===== config.mk =====
export PLATFORM = sky130hd
export DESIGN_NAME = stencil3d_sched
export DESIGN_NICKNAME = d
export VERILOG_FILES = /design/src/rtl/stencil3d_sched.sv
export SDC_FILE = /design/constraint.sdc
export NUM_CORES = 2
export LEC_CHECK = 0
export ABC_CLOCK_PERIOD_IN_PS = 23300
export CORE_MARGIN = 8
export CORE_UTILIZATION = 60
export DETAILED_ROUTE_END_ITERATION = 12
export MAX_ROUTING_LAYER = met4
export PLACE_DENSITY = 0.79
export RECOVER_POWER = 50
export SYNTH_ARGS = -nofsm -noshare
export SYNTH_HDL_FRONTEND = slang
export SYNTH_SLANG_ARGS = --single-unit

===== constraint.sdc =====
create_clock -name clk -period 23.3 [get_ports clk]
set_input_delay 3.495 -clock clk [delete_from_list [all_inputs] [get_ports clk]]
set_output_delay 3.495 -clock clk [all_outputs]
set_load 0.1 [all_outputs]

===== src/rtl/stencil3d_sched.sv =====
// 7-point 3D stencil sequencer: fetches centre + six neighbours per interior point over a
// valid/ready read port (in-order responses) and writes C0*centre + C1*sum, one point at a time.
module stencil3d_sched #(
  parameter int ROW_SIZE    = 16,
  parameter int COL_SIZE    = 32,
  parameter int HEIGHT_SIZE = 32,
  parameter int ADDR_W      = 14,
  parameter int DATA_W      = 32
) (
  input  logic              clk,
  input  logic              rst_n,
  input  logic              start,
  input  logic [DATA_W-1:0] C0,
  input  logic [DATA_W-1:0] C1,
  output logic              busy,
  output logic              done,
  output logic              rd_req_valid,
  input  logic              rd_req_ready,
  output logic [ADDR_W-1:0] rd_addr,
  input  logic              rd_rsp_valid,
  input  logic [DATA_W-1:0] rd_rsp_data,
  output logic              wr_valid,
  input  logic              wr_ready,
  output logic [ADDR_W-1:0] wr_addr,
  output logic [DATA_W-1:0] wr_data
);
  localparam int KW = $clog2(ROW_SIZE);
  localparam int JW = $clog2(COL_SIZE);
  localparam int IW = $clog2(HEIGHT_SIZE);
  localparam logic [KW-1:0] K_LAST = KW'(ROW_SIZE - 2);
  localparam logic [JW-1:0] J_LAST = JW'(COL_SIZE - 2);
  localparam logic [IW-1:0] I_LAST = IW'(HEIGHT_SIZE - 2);
  localparam logic [ADDR_W-1:0] ROW_STEP   = ADDR_W'(ROW_SIZE);
  localparam logic [ADDR_W-1:0] PLANE_STEP = ADDR_W'(ROW_SIZE * COL_SIZE);

  typedef enum logic [2:0] {IDLE, RUN, CALC, WRITE, DONE} state_t;

  state_t            state, state_n;
  logic [KW-1:0]     k;
  logic [JW-1:0]     j;
  logic [IW-1:0]     i;
  logic [2:0]        q, r;
  logic [DATA_W-1:0] c0_reg, c1_reg, centre, nsum, wr_data_reg;
  logic [ADDR_W-1:0] centre_addr, nb_addr;
  logic              last_pt;

  assign centre_addr = ADDR_W'(k) + ROW_STEP * (ADDR_W'(j) + ADDR_W'(COL_SIZE) * ADDR_W'(i));
  assign last_pt     = (k == K_LAST) && (j == J_LAST) && (i == I_LAST);

  // Read order: centre, i+1, i-1, j+1, j-1, k+1, k-1
  always_comb begin
    nb_addr = centre_addr;
    case (q)
      3'd1:    nb_addr = centre_addr + PLANE_STEP;
      3'd2:    nb_addr = centre_addr - PLANE_STEP;
      3'd3:    nb_addr = centre_addr + ROW_STEP;
      3'd4:    nb_addr = centre_addr - ROW_STEP;
      3'd5:    nb_addr = centre_addr + ADDR_W'(1);
      3'd6:    nb_addr = centre_addr - ADDR_W'(1);
      default: nb_addr = centre_addr;
    endcase
  end

  always_ff @(posedge clk or negedge rst_n) begin
    if (!rst_n) state <= IDLE;
    else        state <= state_n;
  end

  always_comb begin
    state_n      = state;
    busy         = 1'b0;
    done         = 1'b0;
    rd_req_valid = 1'b0;
    wr_valid     = 1'b0;
    case (state)
      IDLE: if (start) state_n = RUN;
      RUN: begin
        busy         = 1'b1;
        rd_req_valid = (q != 3'd7);
        // The 7th response may land in the same cycle we leave for CALC
        if (r == 3'd7 || (r == 3'd6 && rd_rsp_valid)) state_n = CALC;
      end
      CALC: begin
        busy    = 1'b1;
        state_n = WRITE;
      end
      WRITE: begin
        busy     = 1'b1;
        wr_valid = 1'b1;
        if (wr_ready) state_n = last_pt ? DONE : RUN;
      end
      DONE: begin
        done    = 1'b1;
        state_n = IDLE;
      end
      default: state_n = IDLE;
    endcase
  end

  assign rd_addr = rd_req_valid ? nb_addr : '0;
  assign wr_addr = wr_valid ? centre_addr : '0;
  assign wr_data = wr_data_reg;

  always_ff @(posedge clk or negedge rst_n) begin
    if (!rst_n) begin
      k <= '0; j <= '0; i <= '0; q <= '0; r <= '0;
      c0_reg <= '0; c1_reg <= '0; centre <= '0; nsum <= '0; wr_data_reg <= '0;
    end else begin
      case (state)
        IDLE: if (start) begin
          c0_reg <= C0;
          c1_reg <= C1;
          k <= KW'(1); j <= JW'(1); i <= IW'(1);
          q <= '0; r <= '0; nsum <= '0;
        end
        RUN: begin
          if (rd_req_valid && rd_req_ready) q <= q + 3'd1;
          if (rd_rsp_valid && r != 3'd7) begin
            if (r == 3'd0) centre <= rd_rsp_data;
            else           nsum   <= nsum + rd_rsp_data;
            r <= r + 3'd1;
          end
        end
        CALC: wr_data_reg <= centre * c0_reg + nsum * c1_reg;
        WRITE: if (wr_ready) begin
          q <= '0; r <= '0; nsum <= '0;
          if (k == K_LAST) begin
            k <= KW'(1);
            if (j == J_LAST) begin
              j <= JW'(1);
              i <= i + IW'(1);
            end else begin
              j <= j + JW'(1);
            end
          end else begin
            k <= k + KW'(1);
          end
        end
        default: ;
      endcase
    end
  end
endmodule


* After elaboration in Yosys (flattened, before gate mapping)
Index checks and enable logic that the tools add are counted.
** Operators by class
- Multiply operators :: 2
- Add/sub/neg operators :: 15
- Muxes and demuxes :: 36
- Reductions and logical operators :: 20
- Eq/ne operators :: 25
** Operators by type and width (number)
- $mux 32 :: 4
- $pmux 32 s3 :: 1
- $pmux 14 s6 :: 1
- $add 32x32->32 :: 2
- $mul 32x32->32 :: 2
- $mux 5 :: 7
- $mux 14 :: 2
- $mux 3 :: 8
- $pmux 5 s2 :: 2
- $eq 3x3->1 const B :: 6
- $pmux 3 s3 :: 2
- $ne 2x2->1 const B :: 8
- $add 14x1->14 const B :: 1
- $add 14x10->14 const B :: 1
- $add 14x5->14 const B :: 1
- $add 4x14->14 :: 1
- $sub 14x1->14 const B :: 1
- $sub 14x10->14 const B :: 1
- $sub 14x5->14 const B :: 1
- $eq 3x2->1 const B :: 4
- $mux 4 :: 3
- $pmux 3 s4 :: 1
- $reduce_and 4->1 :: 3
- $add 5x1->5 const B :: 2
- 18 further kinds :: 33
** Storage, ports and cells
- Bits in registers :: 183
- Input port bits :: 102
- Logic and storage cells :: 109
- Output and inout port bits :: 64

* Depth between registers and ports, before layout
- Word-level depth :: 6
- Depth in mapped cells :: 32
- Depth with buffers taken out :: 30

* Least setup slack after synthesis
No wires, ideal clock.
- Path kind :: register to register
- Start point :: reg c0_reg[4]
- End point :: reg wr_data_reg[31] (netlist: wr_data[31])
- Arrival time :: 8.167 ns
- Setup time :: 0.134 ns
- Path buffers :: 2
- Slack :: 14.998 ns
- Period minus slack after synthesis :: 8.302 ns
- Data required time :: 23.166 ns
- Stages on the path, launching flop included :: 32
- Cells stage by stage :: dfrtp_1 > clkbuf_1 > clkbuf_1 > nand2_1 > fa_1 > inv_1 > fa_1 > inv_1 > fa_1 > fa_1 > inv_1 > fa_1 > inv_1 > fa_1 > inv_1 > fa_1 > fa_1 > fa_1 > inv_1 > fa_1 > inv_1 > ha_1 > a21o_1 > a211oi_1 > o2111a_1 > a211oi_1 > a31o_2 > or3_1 > o2111ai_1 > a31o_2 > xnor2_1 > o21ai_0
** Between the ends
- Word-level cells in the longest chain between the ends :: 2
** RTL lines
- start, declared :: RTL line 43 : logic [DATA_W-1:0] c0_reg, c1_reg, centre, nsum, wr_data_reg;
- start signal, assigned :: RTL line 107 : c0_reg <= '0; c1_reg <= '0; centre <= '0; nsum <= '0; wr_data_reg <= '0;
- start signal, assigned :: RTL line 111 : c0_reg <= C0;
- $mul 32x32->32 :: RTL line 124 : CALC: wr_data_reg <= centre * c0_reg + nsum * c1_reg;
- $add 32x32->32 :: RTL line 124
- end signal, assigned :: RTL line 124
- end, declared :: RTL line 43
Every way passes these cells.
A chain may end at the register's enable or synchronous reset.

==> metrics.md <==
| Metric | Value |
|---|---|
| Synthesized Nets | 5815 |
| Number of antenna violations at the first check in global routing | 3 |
| CTS root buffer | clkbuf_16 |
| Average footprint of a synthesized cell | 9.359 µm² |
| Vias per Instance | 5.671 |
| TritonCTS clock tree | done |
| Arrival time of data at the critical path endpoint | 9.52 ns |
| Clock buffers created by TritonCTS | 17 |
| Dominant synthesized flop cell | dfrtp_1 |
| Core region area | 0.06991 mm² |
| Routed Antenna Nets | 0 |
| I/O pin total | 166 |
| Pre-Repair DR Iteration Count | 9 |
| H-Tree Level Count | 4 |
| Placed wire-length estimate after detailed placement | 95.22 mm |
| Setup repair after global routing missed its margin | false |
| Global routing usage summed across all routing layers | 31.86% |
| Clock-pin transition on the worst setup and hold timing paths | 0.08 ns |
| Final period utilization | 38.78% |
| Max Clock Freq | 110.7 MHz |
| Netlist Area Pre-Place | 0.04228 mm² |
| Pin count of the biggest net entering global routing | 80 |
| Failing checks | max-capacitance violations, max-slew violations |
| Deepest clock path buffer count | 2 |
| Setup tns final | 0 ns |
| Share of synthesized flip-flops with an asynchronous set or reset | 100.0% |
| Start point of the worst min-delay path | wr_data[15] |
| Initial core utilization | 60.47% |
| Wire length of the first global-routing pass | 187.9 mm |
| Multi-input combinational cell area | 0.03329 mm² |
| Register bit count reported by yosys | 183 |
| Element type at the critical path start | input port |
| Total routed wirelength | 116.8 mm |
| Critical Path Sink Type | async pin |
| Starting DRT DRC Count | 1952 |
| Class of the worst hold path | flip-flop to flip-flop |
| Number of filler instances in the final layout | 5687 |
| Vias in the first global route | 34420 |
| Max-slew violation total from the final report | 173 |
| Wirelength per Cell | 21.36 µm |
| Sequential area share after synthesis | 10.83% |
| Hold bufs inserted after CTS | 0 |
| Num rows | 97 |
| Unique cell type count in the Yosys netlist | 76 |
| Clk Latency, worst-skew pair | 0.51 ns |
| Final hold violations | 0 |
| Residual DRC count | 0 |
| Number of endpoints failing setup at the final stage | 0 |
| Setup repair bufs after CTS | 0 |
| CP Data Required Time | 23.79 ns |
| PostCTS Resize Cnt | 0 |
| Total of warnings raised by yosys | 0 |
| Number of clock sinks | 183 |
| X dimension of the die | 281.4 µm |
| Number of enable flip-flop cells after synthesis | 0 |
| Worst max-slew margin expressed relative to the limit | -199.0% |
| Max cap viols | 3 |
| Pin slew with the least headroom to its limit | 4.485 ns |
| Y dimension of the die | 281.4 µm |
| Via count | 31020 |
| FF-to-FF Start | c0_reg[3] |
| Count of input and output buffers | 165 |
| Launch point of the worst path | rst_n |
| Final worst path period need | 9.036 ns |
| Signed area change from the synthesized netlist to the final layout | 6.866% |
| Synth Instances | 4517 |
| Critical-path maximum fanout | 79 |
| Worst setup path class | input port to async pin |
| Sequential cell area | 0.004579 mm² |
| Total Die Area | 0.07921 mm² |
| Overflow left after global routing | 0 |
| RePlAce Congestion | 0.9697 |
| Worst hold slack | 0.4796 ns |
| Net count reported at finish | 5814 |
| Worst setup skew after layout | 0.02000 ns |
| Layout cells sized above 1 | 4.129% |
| Outcome | complete, but fails checks |
==> critical path: stages <==
cell and delay (ns):
clkbuf_1 3.07, clkbuf_1 1.81, buf_4 1.01
==> logic make-up (layout without fill, tap and decap cells) <==
group	after synthesis	after routing	share of synthesized area, %
AO/OA/AOI/OAI	333	333	5.274
XOR/XNOR	200	200	4.143
adder cells (fa/ha/maj)	1196	1196	50.90
buffers and inverters	1170	1182	10.45
flip-flops	183	183	10.83
multiplexers	100	100	2.652
other	0	1	0
AND/OR/NAND/NOR	1335	1335	15.75
==> cell usage after synthesis (8+ instances only) <==
master      n  area share (%)
xor2_1     54             1.1
xnor2_1   146             3.0
nor2_1     68            0.60
ha_1      323             9.6
and2_1    568             8.4
nand3_1    24            0.28
nor3_1     13            0.15
o21bai_1   17            0.30
o21a_1      9            0.16
a31oi_1     8            0.12
o31ai_1    20            0.36
and3_1     18            0.27
a21oi_1    66            0.78
a22o_1     19            0.39
nand2_1   599             5.3
nor2b_1     9            0.13
fa_1      873              41
inv_1     942             8.4
o21ai_0    89             1.1
nand2b_1   10            0.15
dfrtp_1   183              11
clkbuf_1  220             2.0
a21o_1     35            0.62
mux2_2     96             2.6
==> final timing paths <==
| kind | end | slack, ns | depth (start not counted) |
|---|---|---|---|
| max | nsum[12] | 14.26 | 3 |
| max reg2reg | wr_data[28] | 14.30 | 28 |
| min reg2reg | wr_data[15] | 0.48 | 2 |
| min | wr_data[15] | 0.48 | 2 |
| max in group clk | wr_data[28] | 14.30 | 28 |
| min in group asynchronous | wr_data[11] | 4.57 | 1 |
==> through the flow <==
| step | cells | utilization, % | cell area (µm²) | worst slack (ns) |
|---|---|---|---|---|
| after floorplan | 4517 | - | 42280 | 15.00 |
| after global placement | 5437 | 63.74 | 44560 | 14.56 |
| after detailed placement | 5437 | 63.74 | 44560 | 14.37 |
| after CTS | 5469 | 64.66 | 45200 | 14.33 |
| after global routing | 5469 | 64.62 | 45180 | 13.21 |
| final | 5470 | 64.63 | 45180 | 14.26 |
==> placed cells by master (no fill, tap or decap), types with 20 or more instances in the layout <==
master | netlist | final
ha_1 | 323 | 323
buf_4 | 2 | 39
fa_1 | 873 | 873
dfrtp_1 | 183 | 183
nand2_1 | 599 | 599
mux2_2 | 96 | 96
xnor2_1 | 146 | 146
o31ai_1 | 20 | 20
nand3_1 | 24 | 24
a21oi_1 | 66 | 66
nor2_1 | 68 | 67
clkdlybuf4s50_1 | 0 | 161
a21o_1 | 35 | 35
o21ai_0 | 89 | 89
inv_1 | 942 | 942
xor2_1 | 54 | 54
and2_1 | 568 | 564
==> layout make-up <==
class,count,share of cell area (%)
well taps,940,2.603
clock buffers,18,0.9721
flip-flops and latches,183,10.14
multi-input cells,3164,73.68
clock inverters,14,0.4514
inverters,943,7.835
repair buffers,207,4.315
diodes,1,0.005539
==> per-layer routing <==
metal	global-route usage, %	wire (µm)
met1	37.74	43600
met2	51.78	56430
met3	4.443	8212
met4	19.30	8608
met5	-	0
Power is not shown: default switching activity piles up to over one toggle a cycle in this logic, so the estimate is an artifact.
